<file path="src/rtl/rmw_write_unit.sv">
`default_nettype none
// +----------------------------------------------------------------------------+
// | Module      : rmw_write_unit                                               |
// | Description : Big-endian sub-word access unit in front of a word memory.   |
// |               It uses read-modify-write, or byte enables when              |
// |               RMW_MEM_BE_EN is defined.                                    |
// | Revision    : 1.0                                                          |
// +----------------------------------------------------------------------------+
module rmw_write_unit #(
  parameter int DATA_W = 32,
  parameter int ADDR_W = 32
) (
  input  logic                                clk,
  input  logic                                rst,
  input  logic                                req_valid,
  output logic                                req_ready,
  input  logic                                req_we,
  input  logic [1:0]                          req_size,
  input  logic [ADDR_W-1:0]                   req_addr,
  input  logic [DATA_W-1:0]                   req_wdata,
  output logic                                rsp_valid,
  input  logic                                rsp_ready,
  output logic [DATA_W-1:0]                   rsp_rdata,
  output logic                                rsp_err,
  output logic                                mem_cs,
  output logic                                mem_we,
  output logic [ADDR_W-$clog2(DATA_W/8)-1:0]  mem_addr,
  output logic [DATA_W-1:0]                   mem_wdata,
  output logic [DATA_W/8-1:0]                 mem_be,
  input  logic [DATA_W-1:0]                   mem_rdata
);

  localparam int NB = DATA_W / 8;
  localparam int OB = $clog2(NB);
  localparam logic [NB-1:0] c_be_ones = '1;

  typedef enum logic [2:0] {
    S_IDLE    = 3'd0,
    S_READ    = 3'd1,
    S_CAPTURE = 3'd2,
    S_WRITE   = 3'd3,
    S_RESP    = 3'd4
  } state_t;

  state_t            r_state;
  state_t            w_next;
  logic              r_we;
  logic [1:0]        r_size;
  logic [OB-1:0]     r_off;
  logic [DATA_W-1:0] r_wdata;

  logic              w_accept;
  logic              w_misal;
  logic              w_full;
  logic              w_mem_go;
  logic [DATA_W-1:0] w_mem_wdata;
  logic [NB-1:0]     w_mem_be;
  logic [DATA_W-1:0] w_rsp_rdata;
  logic              w_rsp_err;

  // Offset 0 is the most significant byte, so a field of n bytes at offset o
  // sits DATA_W - 8*(o+n) bits above bit 0.
  function automatic int f_shift(input logic [1:0] size, input logic [OB-1:0] off);
    return DATA_W - 8 * (int'(off) + (1 << size));
  endfunction

  function automatic logic [DATA_W-1:0] f_field_mask(input logic [1:0] size);
    logic [DATA_W-1:0] ones;
    ones = '1;
    return ones >> (DATA_W - (8 << size));
  endfunction

  function automatic logic [DATA_W-1:0] f_extract(input logic [DATA_W-1:0] word,
                                                  input logic [1:0] size,
                                                  input logic [OB-1:0] off);
    return (word >> f_shift(size, off)) & f_field_mask(size);
  endfunction

  function automatic logic [DATA_W-1:0] f_merge(input logic [DATA_W-1:0] word,
                                                input logic [DATA_W-1:0] data,
                                                input logic [1:0] size,
                                                input logic [OB-1:0] off);
    logic [DATA_W-1:0] m;
    m = f_field_mask(size) << f_shift(size, off);
    return (word & ~m) | ((data << f_shift(size, off)) & m);
  endfunction

`ifdef RMW_MEM_BE_EN
  function automatic logic [NB-1:0] f_lane_be(input logic [1:0] size, input logic [OB-1:0] off);
    logic [NB-1:0] ones;
    ones = '1;
    return (ones >> (NB - (1 << size))) << (NB - int'(off) - (1 << size));
  endfunction

  function automatic logic [DATA_W-1:0] f_replicate(input logic [DATA_W-1:0] d,
                                                    input logic [1:0] size);
    logic [DATA_W-1:0] rep;
    rep = '0;
    for (int i = 0; i < NB; i++) rep[8*i +: 8] = d[8*(i % (1 << size)) +: 8];
    return rep;
  endfunction
`endif

  assign w_accept = req_valid & req_ready;
  assign w_full   = ((8 << req_size) == DATA_W);
  assign w_mem_go = (w_next == S_READ) || (w_next == S_WRITE);

  always_comb begin
    w_misal = 1'b0;
    unique case (req_size)
      2'd0:    w_misal = 1'b0;
      2'd1:    w_misal = req_addr[0];
      2'd2:    w_misal = |req_addr[1:0];
      default: w_misal = (DATA_W == 32) || (|req_addr[2:0]);
    endcase
  end

  always_ff @(posedge clk or posedge rst) begin
    if (rst) r_state <= S_IDLE;
    else     r_state <= w_next;
  end

  always_comb begin
    w_next      = r_state;
    w_mem_wdata = mem_wdata;
    w_mem_be    = c_be_ones;
    w_rsp_rdata = rsp_rdata;
    w_rsp_err   = rsp_err;
    unique case (r_state)
      S_IDLE: begin
        if (w_accept) begin
          if (w_misal) begin
            w_next      = S_RESP;
            w_rsp_err   = 1'b1;
            w_rsp_rdata = '0;
          end else if (!req_we) begin
            w_next = S_READ;
          end else if (w_full) begin
            w_next      = S_WRITE;
            w_mem_wdata = req_wdata;
          end else begin
`ifdef RMW_MEM_BE_EN
            w_next      = S_WRITE;
            w_mem_wdata = f_replicate(req_wdata, req_size);
            w_mem_be    = f_lane_be(req_size, req_addr[OB-1:0]);
`else
            w_next = S_READ;
`endif
          end
        end
      end
      S_READ: w_next = S_CAPTURE;
      S_CAPTURE: begin
        if (r_we) begin
          w_next      = S_WRITE;
          w_mem_wdata = f_merge(mem_rdata, r_wdata, r_size, r_off);
        end else begin
          w_next      = S_RESP;
          w_rsp_err   = 1'b0;
          w_rsp_rdata = f_extract(mem_rdata, r_size, r_off);
        end
      end
      S_WRITE: begin
        w_next      = S_RESP;
        w_rsp_err   = 1'b0;
        w_rsp_rdata = '0;
      end
      S_RESP: begin
        if (rsp_ready) begin
          w_next      = S_IDLE;
          w_rsp_err   = 1'b0;
          w_rsp_rdata = '0;
        end
      end
      default: w_next = S_IDLE;
    endcase
  end

  // Every output is a flop loaded from the next-state decode, so the memory
  // and response strobes line up exactly with the state they belong to.
  always_ff @(posedge clk or posedge rst) begin
    if (rst) begin
      req_ready <= 1'b0;
      rsp_valid <= 1'b0;
      rsp_rdata <= '0;
      rsp_err   <= 1'b0;
      mem_cs    <= 1'b0;
      mem_we    <= 1'b0;
      mem_addr  <= '0;
      mem_wdata <= '0;
      mem_be    <= '0;
      r_we      <= 1'b0;
      r_size    <= '0;
      r_off     <= '0;
      r_wdata   <= '0;
    end else begin
      req_ready <= (w_next == S_IDLE);
      rsp_valid <= (w_next == S_RESP);
      rsp_rdata <= w_rsp_rdata;
      rsp_err   <= w_rsp_err;
      mem_cs    <= w_mem_go;
      mem_we    <= (w_next == S_WRITE);
      mem_wdata <= w_mem_wdata;
      mem_be    <= w_mem_go ? w_mem_be : '0;
      if (w_accept) begin
        r_we     <= req_we;
        r_size   <= req_size;
        r_off    <= req_addr[OB-1:0];
        r_wdata  <= req_wdata;
        mem_addr <= req_addr[ADDR_W-1:OB];
      end
    end
  end

endmodule
`default_nettype wire

</file>
<file path="config.mk">
export PLATFORM = sky130hd
export DESIGN_NAME = rmw_write_unit
export DESIGN_NICKNAME = d
export VERILOG_FILES = /design/src/rtl/rmw_write_unit.sv
export SDC_FILE = /design/constraint.sdc
export NUM_CORES = 1
export LEC_CHECK = 0
export ABC_AREA = 1
export CORE_MARGIN = 2
export CORE_UTILIZATION = 70
export CTS_BUF_LIST = sky130_fd_sc_hd__clkbuf_8
export DETAILED_ROUTE_END_ITERATION = 12
export DONT_BUFFER_PORTS = 1
export PLACE_DENSITY_LB_ADDON = 0.1
export SLEW_MARGIN = 20
export SYNTH_ARGS = -nofsm -noshare
export SYNTH_HDL_FRONTEND = slang
export SYNTH_SLANG_ARGS = --single-unit
</file>
<file path="constraint.sdc">
create_clock -name clk -period 9.6 [get_ports clk]
set_input_delay 1.44 -clock clk [delete_from_list [all_inputs] [get_ports clk]]
set_output_delay 1.44 -clock clk [all_outputs]
set_load 0.05 [all_outputs]
</file>
==> results.md, run 1 <==
* Final period utilization at 62.64%
* Share of cells above drive strength 1 at 8.909%
* Syn-to-layout area delta at 3.651%
* Top_reg_cell synth: dfrtp_1
* Drt via density at 6.090
* Arrival time at the worst endpoint at 6410 ps
* CP startpoint kind: flip-flop
* Tot GR Track Use at 37.14%
* Core Util, Final at 73.72%
* Post-synth EDFFs at 0
* CTS-repair resized insts at 0
* Async S/R FF share, synth at 100.0%
* Worst Setup SP: r_size[0]
* First-pass GRT wire length at 33.56 mm
* Number of global-route vias before repair at 6506
* Setup violations, final at 0
* CP required at 10000 ps
* Worst-path fanout max at 78
* Register area share after synthesis at 45.31%
* Max incr delay on CP at 940 ps
* CTS H-tree depth at 4
* Synth Net Count at 1142
* Clk_lat worst skew at 460 ps
* Setup TNS at 0 ps
* CTS tree: yes
* Synth Area per Inst at 7.460 um^2
* Achievable Freq at 166.3 MHz
* Final min period at 6014 ps
* Max clock buf depth at 2
* Fin area at 0.007956 mm^2
* Global route overflow at 0
* Largest net degree at the start of global routing at 87
* Drc violations at 0
* Initial Util at 71.12%
* Final Max Slew Viols at 0
* Final hold vios at 0
* Critical Path Most Common Cell: ha_1
* Die width at 108.7 um
* Distinct cells, synth at 38
* Reg2reg setup slack at 3590 ps
* Final WL at 21.27 mm
* Cells after Synth at 1029
* GPL Wtd Cong at 0.9918
* CP delay by family, top: simple AND/OR/NAND/NOR gates
* Cell Rows at 38
* Post-Syn Area at 0.007676 mm^2
* Buffers added on ports at 0
* Hold Crit Start: r_wdata[20]
* MaxCap Viol Count at 0
* Worst Skew at 11.73 ps
* WL per Instance at 18.67 um
* 1st-pass router iterations at 6
* Initial antenna violation count at 0
* Initial drt markers at 901
* Area after DPL at 0.007576 mm^2
* CP max-delay cell: clkinv_1
* Critical R2R Launch: r_size[0]
* Die Ht at 108.7 um
* Critical path, cell by cell: inv_1 > ha_1 > ha_4 > clkinv_1 > ha_1 > or2_1 > and2_1 > ha_1 > nor2_1 > nand2_2 > nor2_8 > nand2_2 > inv_2 > nand2_1 > o21ai_0 > nand4_1 > nand2_1
* Setup Buffers After CTS at 0
* Antenna Nets Post-Route at 0
* Num Clock Sinks at 139
* Clock Tree Root: clkbuf_8
* CP bufs+invs at 3
* I/O pins at 206
* HPWL after detailed placement at 14.92 mm
* Nature of the critical path endpoint: flip-flop
* Fill count at 853
* Fin nets at 1099
* Antenna Cells at 0
* DR vias at 6936
* Slew HR at 22.69%
* Die area at 0.01182 mm^2
* Core area at 0.01079 mm^2
* Worst Setup Path Type: flip-flop to flip-flop
* RSZ-0062 raised after global routing: no
* Worst-margin pin slew at 1163 ps
* Min-delay worst type: flip-flop to flip-flop
* TritonCTS Buffers at 17
* Yosys reg bits at 139
* CTS Hold Buffers Added at 0
* Worst-path clk slew at 80 ps
* Status: complete, no violations
* Syn. warnings at 0
## placed cells by master, fill, tap and decap left out, drive strengths merged, types with 2 or more instances in the layout
cell	count
buf	5
inv	87
nor2	67
clkinv	6
nand3b	2
clkinvlp	3
a21oi	73
o31ai	10
nand3	80
clkbuf	18
nand2	357
nand4	34
ha	9
nor3	3
dfrtp	139
o21ai	98
## sequential cells by signal (all words and copies together), names as in the netlist
signal	count
r_off	2
mem_we	1
rsp_err	1
mem_be	1
mem_addr	30
req_ready	1
r_we	1
rsp_rdata	32
rsp_valid	1
mem_wdata	32
r_wdata	32
r_state	3
r_size	2
## stage by stage
step	hold WS (ps)	instances	setup WS, ps
6_report	524.8	1139	3586
5_1_grt	559.0	1139	3092
4_1_cts	517.3	1139	3209
3_5_place_dp	495.3	1107	3277
3_3_place_gp	495.7	1107	3378
2_1_floorplan	459.4	1029	4435
## Yosys cell counts, types with 8 or more instances
| cell type | number | share of area (%) |
|---|---|---|
| a21oi_1 | 64 | 4.2 |
| buf_2 | 16 | 1.0 |
| nor2_1 | 64 | 3.1 |
| a21oi_2 | 9 | 1.0 |
| nand3_2 | 11 | 1.4 |
| nand2_2 | 13 | 1.1 |
| nand2_1 | 341 | 17 |
| clkbuf_1 | 36 | 1.8 |
| inv_1 | 76 | 3.7 |
| nand4_1 | 33 | 2.7 |
| buf_4 | 8 | 0.78 |
| nand3_1 | 68 | 4.4 |
| o21ai_0 | 94 | 6.1 |
| dfrtp_1 | 139 | 45 |
| o31ai_1 | 10 | 0.98 |
| ha_1 | 9 | 1.5 |
## worst register-to-register path, delay by kind of cell, from the launching register on
family	cells	cell delay, ps
simple gates	9	1850
fa+ha+maj	4	1820
buf+inv	3	1560
flops	1	440
compound gates	1	300
## cells by family after synthesis
group           synth area share [%]
simple gates                   31.64
compound gates                 13.04
buf+inv                        8.280
flops                          45.31
fa+ha+maj                      1.728
## area by class of cell
| cell class | instances | area (um^2) | area share (%) |
|---|---|---|---|
| Clock inverter | 14 | 122.6 | 1.541 |
| Sequential cell | 139 | 3480 | 43.73 |
| Clock buffer | 18 | 247.7 | 3.114 |
| Multi-Input combinational cell | 740 | 3577 | 44.96 |
| Inverter | 83 | 316.6 | 3.979 |
| Tap cell | 140 | 175.2 | 2.202 |
| Timing Repair Buffer | 5 | 37.54 | 0.4718 |
## layer usage
layer / track usage, % / vias up / share of wire (%)
met5: 0 / - / 0
met4: 14.65 / 0 / 2.8
met3: 10.58 / 63 / 12
met2: 55.31 / 403 / 44
met1: 51.64 / 3221 / 41
li1: - / 3249 / -
## worst paths after layout
check,endpoint,cells past startpoint
max in group asynchronous,mem_wdata[24],2
setup / recovery,rsp_rdata[13],17
hold / removal,r_wdata[20],2
setup reg to reg,rsp_rdata[13],17
min in group asynchronous,mem_addr[19],1
hold reg to reg,r_wdata[20],2
Power of run 1 is not shown: default switching activity piles up to over one toggle a cycle in this logic, so the estimate is an artifact.
==> run 2: changes to the inputs <==
--- a/config.mk
+++ b/config.mk
@@ -7,7 +7,7 @@
 export LEC_CHECK = 0
 export ABC_AREA = 1
 export CORE_MARGIN = 2
-export CORE_UTILIZATION = 70
+export CORE_UTILIZATION = 66
 export CTS_BUF_LIST = sky130_fd_sc_hd__clkbuf_8
 export DETAILED_ROUTE_END_ITERATION = 12
 export DONT_BUFFER_PORTS = 1
==> constraint.sdc (replaced) <==
create_clock -name clk -period 6.2 [get_ports clk]
set_input_delay 0.93 -clock clk [delete_from_list [all_inputs] [get_ports clk]]
set_output_delay 0.93 -clock clk [all_outputs]
set_load 0.05 [all_outputs]
==> run 2 against run 1 <==
Maximum frequency rose by 31%; sequential share of layout area about the same; via count fell by 0.72%; clock skew is 0.88 ps higher; hold slack got worse by 51 ps; highest routed layer unchanged; final cell count up 0.44%; critical path type unchanged; clock-buffer cell count rose by 4; register-to-register slack worse by 2000 ps; utilization shrank 3.8 points; setup slack got worse by 2000 ps; non-clock buffer count increased by 3; design area about the same; largest cell class unchanged; critical endpoint is now rsp_rdata[11].
==> results.md, run 2 (synthesis results as in run 1) <==
* Antenna Nets Post-Route at 0
* Cell Rows at 39
* Drt via density at 6.019
* Min-delay worst type: input port to asynchronous set/reset pin
* RSZ-0062 raised after global routing: no
* Antenna Cells at 0
* Worst-path fanout max at 32
* Buffers added on ports at 0
* CP required at 6600 ps
* I/O pins at 206
* CP startpoint kind: flip-flop
* Setup TNS at 0 ps
* Setup Buffers After CTS at 0
* Largest registers: mem_wdata (32), r_wdata (32), rsp_rdata (32)
* GPL Wtd Cong at 0.9766
* Clk_lat worst skew at 460 ps
* Nature of the critical path endpoint: flip-flop
* First-pass GRT wire length at 33.24 mm
* Global route overflow at 0
* Largest net degree at the start of global routing at 91
* RR Endpoint: rsp_rdata[11]
* Initial Util at 67.51%
* Tot GR Track Use at 33.93%
* Status: complete, no violations
* Num Clock Sinks at 139
* Most frequent cells in the layout: 340 x nand2_1, 138 x dfrtp_1, 94 x o21ai_0, 77 x inv_1, 68 x nand3_1
* Final hold vios at 0
* Critical R2R Launch: r_size[0]
* Clock Tree Root: clkbuf_8
* Worst-margin pin slew at 1166 ps
* Setup violations, final at 0
* DR vias at 6886
* Final period utilization at 74.16%
* Commonest non-fill, non-tap cell in the layout: nand2_1
* CTS-repair resized insts at 0
* Drc violations at 0
* Die Ht at 111.8 um
* Core area at 0.01137 mm^2
* CTS H-tree depth at 4
* Achievable Freq at 217.5 MHz
* Die width at 111.8 um
* Syn-to-layout area delta at 3.619%
* Initial drt markers at 768
* MaxCap Viol Count at 0
* Slew HR at 22.50%
* Reg2reg setup slack at 1600 ps
* Number of global-route vias before repair at 6326
* Initial antenna violation count at 0
* Share of cells above drive strength 1 at 8.991%
* Max clock buf depth at 2
* Arrival time at the worst endpoint at 4990 ps
* Fin nets at 1102
* Worst-path clk slew at 70 ps
* Final min period at 4598 ps
* CTS Hold Buffers Added at 0
* Final Max Slew Viols at 0
* HPWL after detailed placement at 14.90 mm
* Final WL at 20.85 mm
* FF-to-FF path depth at 18
* TritonCTS Buffers at 17
* Worst Skew at 12.61 ps
* 1st-pass router iterations at 7
* Die area at 0.01251 mm^2
* CTS tree: yes
* WL per Instance at 18.23 um
* Worst Setup Path Type: flip-flop to flip-flop
run 2: how the worst max path moves through the flow:
stage / startpoint / slack, ps / depth (start not counted) / to
after floorplan: rst / 1550 / 1 / mem_addr[0]
after global placement: r_size[0] / 1810 / 18 / rsp_rdata[13]
after detailed placement: r_size[0] / 1700 / 18 / rsp_rdata[14]
after CTS: r_size[0] / 1690 / 18 / rsp_rdata[14]
after global routing: r_size[0] / 1240 / 18 / rsp_rdata[8]
final: r_size[0] / 1600 / 18 / rsp_rdata[11]
run 2: cell type report:
class | count | area [um^2]
inverter | 83 | 316.6
clock inverter | 9 | 48.80
timing repair buffer | 8 | 60.06
multi-input combinational | 740 | 3567
clock buffer | 22 | 302.8
sequential | 139 | 3480
tap | 143 | 178.9
fill | 971 | 3416
run 2: through the flow:
step / cells / area (um^2) / util [%] / hold slack (ps) / worst slack [ps]
detailed placement: 1113 / 7602 / 66.86 / 486.9 / 1704
global placement: 1113 / 7602 / 66.86 / 487.6 / 1812
CTS: 1144 / 7954 / 69.96 / 503.1 / 1692
global route: 1144 / 7954 / 69.96 / 543.1 / 1237
floorplan: 1029 / 7676 / - / 459.4 / 1545
finish: 1144 / 7954 / 69.96 / 473.5 / 1602
run 2: layer usage:
layer  share of wire [%]  wire length [um]  vias to the layer above  track usage [%]
met1                  41              8522                     3176            46.72
met2                  45              9301                      406            51.07
met3                  12              2404                       57            10.56
met4                 3.0               626                        0            12.51
li1                    -                 -                     3247                -
met5                   0                 0                        -                0
run 2: critical path, cell delays in order (launching register included):
cell and delay, ps:
dfrtp_1 430, inv_1 90, ha_1 200, ha_2 180, inv_1 70, fa_1 430
ha_1 220, or2_1 260, and2_1 150, ha_1 270, nor2_1 140, nand2_2 110
nor2_8 280, nand2_2 290, inv_2 510, nand2_1 420, o21ai_1 270, nand4_1 130
nand2_1 80
Power of run 2 is left out for the same reason.
